--- config.mk ---
export PLATFORM = sky130hd
export DESIGN_NAME = hazard_forward_unit
export DESIGN_NICKNAME = d
export VERILOG_FILES = /design/src/rtl/hazard_forward_unit.sv
export SDC_FILE = /design/constraint.sdc
export NUM_CORES = 1
export LEC_CHECK = 0
export BUFFER_PORTS_ARGS = -buffer_cell sky130_fd_sc_hd__buf_2
export CORE_ASPECT_RATIO = 1.25
export CORE_UTILIZATION = 25
export CTS_CLUSTER_SIZE = 25
export DETAILED_ROUTE_END_ITERATION = 8
export PLACE_DENSITY = 0.53
export SKIP_LAST_GASP = 1
export SYNTH_ARGS = -nofsm -noshare
export SYNTH_HDL_FRONTEND = slang
export SYNTH_SLANG_ARGS = --single-unit
--- constraint.sdc ---
create_clock -name clk -period 1.76 [get_ports clk]
set_clock_uncertainty 0.15 [all_clocks]
set_input_delay 0 -clock clk [delete_from_list [all_inputs] [get_ports clk]]
set_output_delay 0 -clock clk [all_outputs]
set_load 0.05 [all_outputs]
--- src/rtl/hazard_forward_unit.sv ---
// hazard_forward_unit
// Hazard unit for the pipelined MIPS core. It sits beside the ID/EX register
// and does two jobs:
//   - Picks the forwarding source for each EX-stage operand: EX/MEM, MEM/WB,
//     or a short history of retired write-backs.
//   - Runs the load-use stall machine. The stall freezes PC and IF/ID and
//     bubbles ID/EX for LOAD_LAT cycles.
// Register 0 is never forwarded and never recorded in the history.
module hazard_forward_unit #(
    parameter int AW       = 5,
    parameter int DW       = 32,
    parameter int NSRC     = 2,
    parameter int HIST     = 2,
    parameter int LOAD_LAT = 1
) (
    input  logic                 clk,
    input  logic                 reset,
    input  logic [NSRC*AW-1:0]   ifid_src_addr,
    input  logic [NSRC-1:0]      ifid_src_used,
    input  logic [NSRC*AW-1:0]   idex_src_addr,
    input  logic                 idex_is_load,
    input  logic                 idex_wb,
    input  logic [AW-1:0]        idex_waddr,
    input  logic                 exmem_wb,
    input  logic [AW-1:0]        exmem_waddr,
    input  logic                 memwb_wb,
    input  logic [AW-1:0]        memwb_waddr,
    input  logic [DW-1:0]        memwb_wdata,
    output logic [NSRC*2-1:0]    fwd_sel,
    output logic [NSRC*DW-1:0]   hist_data,
    output logic                 stall,
    output logic                 flush_idex
);

    localparam int CW = $clog2(LOAD_LAT) + 1;

    typedef enum logic {
        S_IDLE,
        S_STALL
    } state_t;

    state_t          state;
    state_t          state_next;
    logic [CW-1:0]   cnt;
    logic [CW-1:0]   cnt_next;
    logic            lu;
    logic            stall_raw;

    logic            hist_v [HIST];
    logic [AW-1:0]   hist_a [HIST];
    logic [DW-1:0]   hist_d [HIST];

    // History valid bits: shift every cycle (MEM/WB keeps draining during stalls); writes to r0 are dropped
    always_ff @(posedge clk) begin
        if (reset) begin
            for (int k = 0; k < HIST; k++) begin
                hist_v[k] <= 1'b0;
            end
        end else begin
            hist_v[0] <= memwb_wb && (memwb_waddr != '0);
            for (int k = 1; k < HIST; k++) begin
                hist_v[k] <= hist_v[k-1];
            end
        end
    end

    // History address/data: payload only matters where the valid bit is set, so no reset needed
    always_ff @(posedge clk) begin
        hist_a[0] <= memwb_waddr;
        hist_d[0] <= memwb_wdata;
        for (int k = 1; k < HIST; k++) begin
            hist_a[k] <= hist_a[k-1];
            hist_d[k] <= hist_d[k-1];
        end
    end

    // Per-operand forwarding select: EX/MEM, then MEM/WB, then youngest history hit
    always_comb begin
        logic [AW-1:0] a;
        logic          hit;
        logic [DW-1:0] hd;
        logic [1:0]    sel;
        fwd_sel   = '0;
        hist_data = '0;
        for (int i = 0; i < NSRC; i++) begin
            a   = idex_src_addr[i*AW +: AW];
            hit = 1'b0;
            hd  = '0;
            sel = 2'd0;
            for (int k = HIST - 1; k >= 0; k--) begin
                if (hist_v[k] && (hist_a[k] == a)) begin
                    hit = 1'b1;
                    hd  = hist_d[k];
                end
            end
            if (a != '0) begin
                if (exmem_wb && (exmem_waddr == a)) begin
                    sel = 2'd1;
                end else if (memwb_wb && (memwb_waddr == a)) begin
                    sel = 2'd2;
                end else if (hit) begin
                    sel = 2'd3;
                    hist_data[i*DW +: DW] = hd;
                end
            end
            fwd_sel[i*2 +: 2] = sel;
        end
    end

    // Load-use detect: a load in EX targets a register the ID instruction really reads
    always_comb begin
        lu = 1'b0;
        for (int i = 0; i < NSRC; i++) begin
            lu = lu | (ifid_src_used[i] && (ifid_src_addr[i*AW +: AW] == idex_waddr));
        end
        lu = lu & idex_is_load & idex_wb & (idex_waddr != '0);
    end

    // Stall state register and remaining-cycle counter
    always_ff @(posedge clk) begin
        if (reset) begin
            state <= S_IDLE;
            cnt   <= '0;
        end else begin
            state <= state_next;
            cnt   <= cnt_next;
        end
    end

    // Stall sequencing: the detect cycle stalls by itself; STALL covers the remaining LOAD_LAT-1 cycles
    always_comb begin
        state_next = state;
        cnt_next   = cnt;
        stall_raw  = 1'b0;
        case (state)
            S_IDLE: begin
                stall_raw = lu;
                if (lu && (LOAD_LAT > 1)) begin
                    state_next = S_STALL;
                    cnt_next   = CW'(LOAD_LAT - 1);
                end
            end
            S_STALL: begin
                stall_raw = 1'b1;
                cnt_next  = cnt - CW'(1);
                if (cnt == CW'(1)) begin
                    state_next = S_IDLE;
                end
            end
            default: begin
                state_next = S_IDLE;
                cnt_next   = '0;
            end
        endcase
    end

    // Pipeline control outputs are held low while reset is asserted
    always_comb begin
        stall      = stall_raw & ~reset;
        flush_idex = stall_raw & ~reset;
    end

endmodule

==> summary.md <==
| Metric | Value |
|---|---|
| Outcome | `finished, violations left` |
| Failing checks | `negative setup slack` |
| Vias per cell | `between 4 and 5` |
| CTS Buf Count | `9` |
| Area delta synth->final | `91.24%` |
| Critical path arrival | `2220 ps` |
| Number of antenna diodes | `0` |
| Clock Pin Slew Worst Setup and Hold Paths | `~60 ps` |
| Reg2Reg Launch Point | `state` |
| EDFF count, synth | `0` |
| Final GP Congestion | `a little under 0.8` |
| Hold Path Stages | `4` |
| Pwr Density | `between 600 and 700 nW/um^2` |
| Die Area | `~14,000 um^2` |
| Fin. Hold Viols | `0` |
| Worst slack, placed | `-311.8 ps` |
| Initial Utilization | `~26%` |
| Post-synthesis register bit count | `roughly 80` |
| Post-route setup slack | `-609.7 ps` |
| Largest net degree at the start of global routing | `31` |
| Worst reg2reg setup slack | `~970 ps` |
| Number of port buffers | `between 100 and 150` |
| Number of I/O pins | `145` |
| Commonest cells in the netlist | `78 x dfxtp_1, 67 x nor2_1, 60 x mux2i_1` |
| Synth area leader | `dfxtp_1` |
| Syn_area_per_cell | `10.21 um^2` |
| FF-to-FF path depth | `2` |
| Fin util | `about half` |
| Drt total wl | `roughly 11,000 um` |
| Synth top area share | `approximately 45%` |
| Required @ worst endpoint | `1610 ps` |
| Crit start category | `register` |
| Slowest stage cell, crit path | `dfxtp_2` |
| Vias | `approximately 3,200` |
| Final-report setup violation count | `68` |
| Top area cells in the synthesized netlist | `dfxtp_1 45%, mux2i_1 17%, xor2_1 8.1%` |
| Initial antenna violation count | `0` |
| Slew HR | `slightly above 70%` |
| Site row count | `47` |
| Worst Hold Class | `primary input to register` |
| Crit path cell chain | `xor2_1 -> nor4_1 -> and3_4 -> buf_16 -> mux2i_4 -> nor2_4 -> buf_2` |
| DRC | `0` |
| TritonRoute pass-1 iters | `4` |
| Slowest cell delay on critical path | `approximately 330 ps` |
| Detail Route Antenna Nets | `0` |
| Count leader, synth | `dfxtp_1` |
| Max FO, Critical Path | `12` |
| Worst Path Buf+Inv | `2` |
| Total gr overflow | `0` |
| Final net count | `627` |
| Clk sink count | `a little under 80` |
| Initial DRC Count | `64` |
| Wirelength per Cell | `between 10 and 15 um` |
| Hold Crit Start | `memwb_waddr[4]` |
| Hpwl dp | `between 6000 and 7000 um` |
| Vias in the first global route | `between 3,000 and 4,000` |
| Lkg Pwr | `around 2.6 nW` |
| Primary FF master, synth | `dfxtp_1` |
| Synth Instances | `337` |
| Mapped cell area | `around 3400 um^2` |
| Critical path class | `register to primary output` |
| Die width | `about 110 um` |
| Height of the die | `133.2 um` |
| Maximum root-to-sink buffer count | `2` |
| Worst reg2reg path endpoint | `cnt` |
| MaxCap Viol Count | `0` |
| Total Power | `4.298 mW` |
| Post-Syn Nets | `412` |
| GRT Util Overall | `14.67%` |
| RSZ-0062 raised after global routing | `true` |
| Hold path endpoint | `hist_v[0][0]` |
| CTS H-tree lvls | `3` |
| CTS root buffer | `clkbuf_16` |
| Sequential area share after synthesis | `a little under half` |
| First-pass GRT wire length | `between 15,000 and 20,000 um` |
| Critical path endpoint category | `primary output` |
| Area of the core | `roughly 13,000 um^2` |
| Fmax | `roughly 420 MHz` |
| Later-pin clock latency in the skew report | `approximately 330 ps` |
| Layout cells sized above 1 | `60.50%` |
| Critical path's top delay family | `simple AND/OR/NAND/NOR gates` |
| WHS | `roughly 12 ps` |
| Final Cycle Share | `134.6%` |
| Post-route minimum period | `approximately 2400 ps` |
| Worst vdd ir | `403.6 uV` |
| CTS tree | `done` |
| Synthesis Warnings | `0` |
| Async SR Flop Fraction | `0%` |
| Synth cell types | `28` |
| Worst Tran Pin Value | `~440 ps` |
| Slew Viols, Final | `0` |
## timing repair
| action | CTS | global route |
|---|---|---|
| cloned | 2 | 2 |
| setup endpoints to repair | 68 | 68 |
| resized for setup | 149 | 94 |
| hold buffers | 39 | 0 |
| buffers inserted | 6 | 0 |
| pin swaps | 16 | 23 |
| endpoints found under the hold margin | 41 | 0 |
## layout make-up
class / instances / area, um^2
clock inverter: 3 / 20.02
clock buffer: 13 / 250.2
sequential: 78 / 1565
multi-input combinational: 234 / 2451
tap: 171 / 214.0
timing repair buffer: 229 / 2082
fill: 1199 / 6766
## stage by stage
stage | TNS (ps) | std cells | instance area (um^2)
after floorplan | -4848 | 337 | 3840
after global routing | -42590 | 728 | 6583
after global placement | -16140 | 665 | 4930
after CTS | -40010 | 728 | 6240
after detailed placement | -17440 | 665 | 4930
final | -35240 | 728 | 6583
## how the worst max path moves through the flow
| stage | slack (ps) | cells past startpoint | to | from |
|---|---|---|---|---|
| global route | -690 | 7 | hist_data[8] | hist_a[0][2] |
| floorplan | -170 | 7 | hist_data[52] | hist_a[0][1] |
| finish | -610 | 7 | hist_data[8] | hist_a[0][3] |
| global placement | -310 | 8 | hist_data[63] | hist_a[0][2] |
| CTS | -640 | 8 | hist_data[44] | hist_a[0][3] |
| detailed placement | -310 | 7 | hist_data[8] | hist_a[0][3] |
## sequential cells by signal, summed over array words and instances (netlist names)
name,cells
hist_v,2
hist_d,64
hist_a,10
state,1
cnt,1
## cells in the final DEF, fill, tap and decap left out, types with 3 or more instances in the layout
cell	Yosys	final
buf_6	12	52
buf_2	9	78
a21oi_4	0	6
xor2_1	32	32
mux2i_1	60	10
nand3_1	5	5
nor2_4	0	34
nand3b_1	4	4
clkbuf_1	0	3
nor2_2	1	27
clkbuf_4	0	10
dlygate4sd3_1	0	39
buf_12	0	11
mux2i_4	0	18
clkbuf_16	0	11
dfxtp_2	0	3
dfxtp_1	78	75
mux2i_2	0	32
xnor2_1	19	19
nand2_1	10	6
nor2_1	67	7
buf_4	2	28
nor4_1	8	6
buf_8	2	7
## routing by layer
layer	up-vias	wire, um	GRT usage, %
li1	1564	-	-
met1	1481	4398	17.07
met2	106	5582	26.34
met3	14	474	2.495
met4	0	173	5.936
met5	-	0	0
## worst min-delay path: cells and delay by family
| family | cells | cell delay, ps |
|---|---|---|
| simple gates | 3 | 320 |
| buf+inv | 1 | 120 |
## power by group
| part | leakage [nW] | internal (mW) | switching (mW) | total (mW) |
|---|---|---|---|---|
| logic | 1.82 | 0.343 | 0.289 | 0.633 |
| registers | 0.657 | 1.86 | 0.0976 | 1.96 |
| clock network | 0.126 | 0.993 | 0.713 | 1.71 |
| total | 2.60 | 3.20 | 1.10 | 4.30 |
## cells by family after synthesis
| group | Yosys count | synth area share (%) |
|---|---|---|
| AOI/OAI and AO/OA | 15 | 3.599 |
| xor gates and xnor gates | 51 | 12.98 |
| buffers and inverters | 25 | 6.543 |
| DFF | 78 | 45.37 |
| muxes | 60 | 17.45 |
| and+or+nand+nor | 108 | 14.07 |
Power figures use the tool's default switching activity.
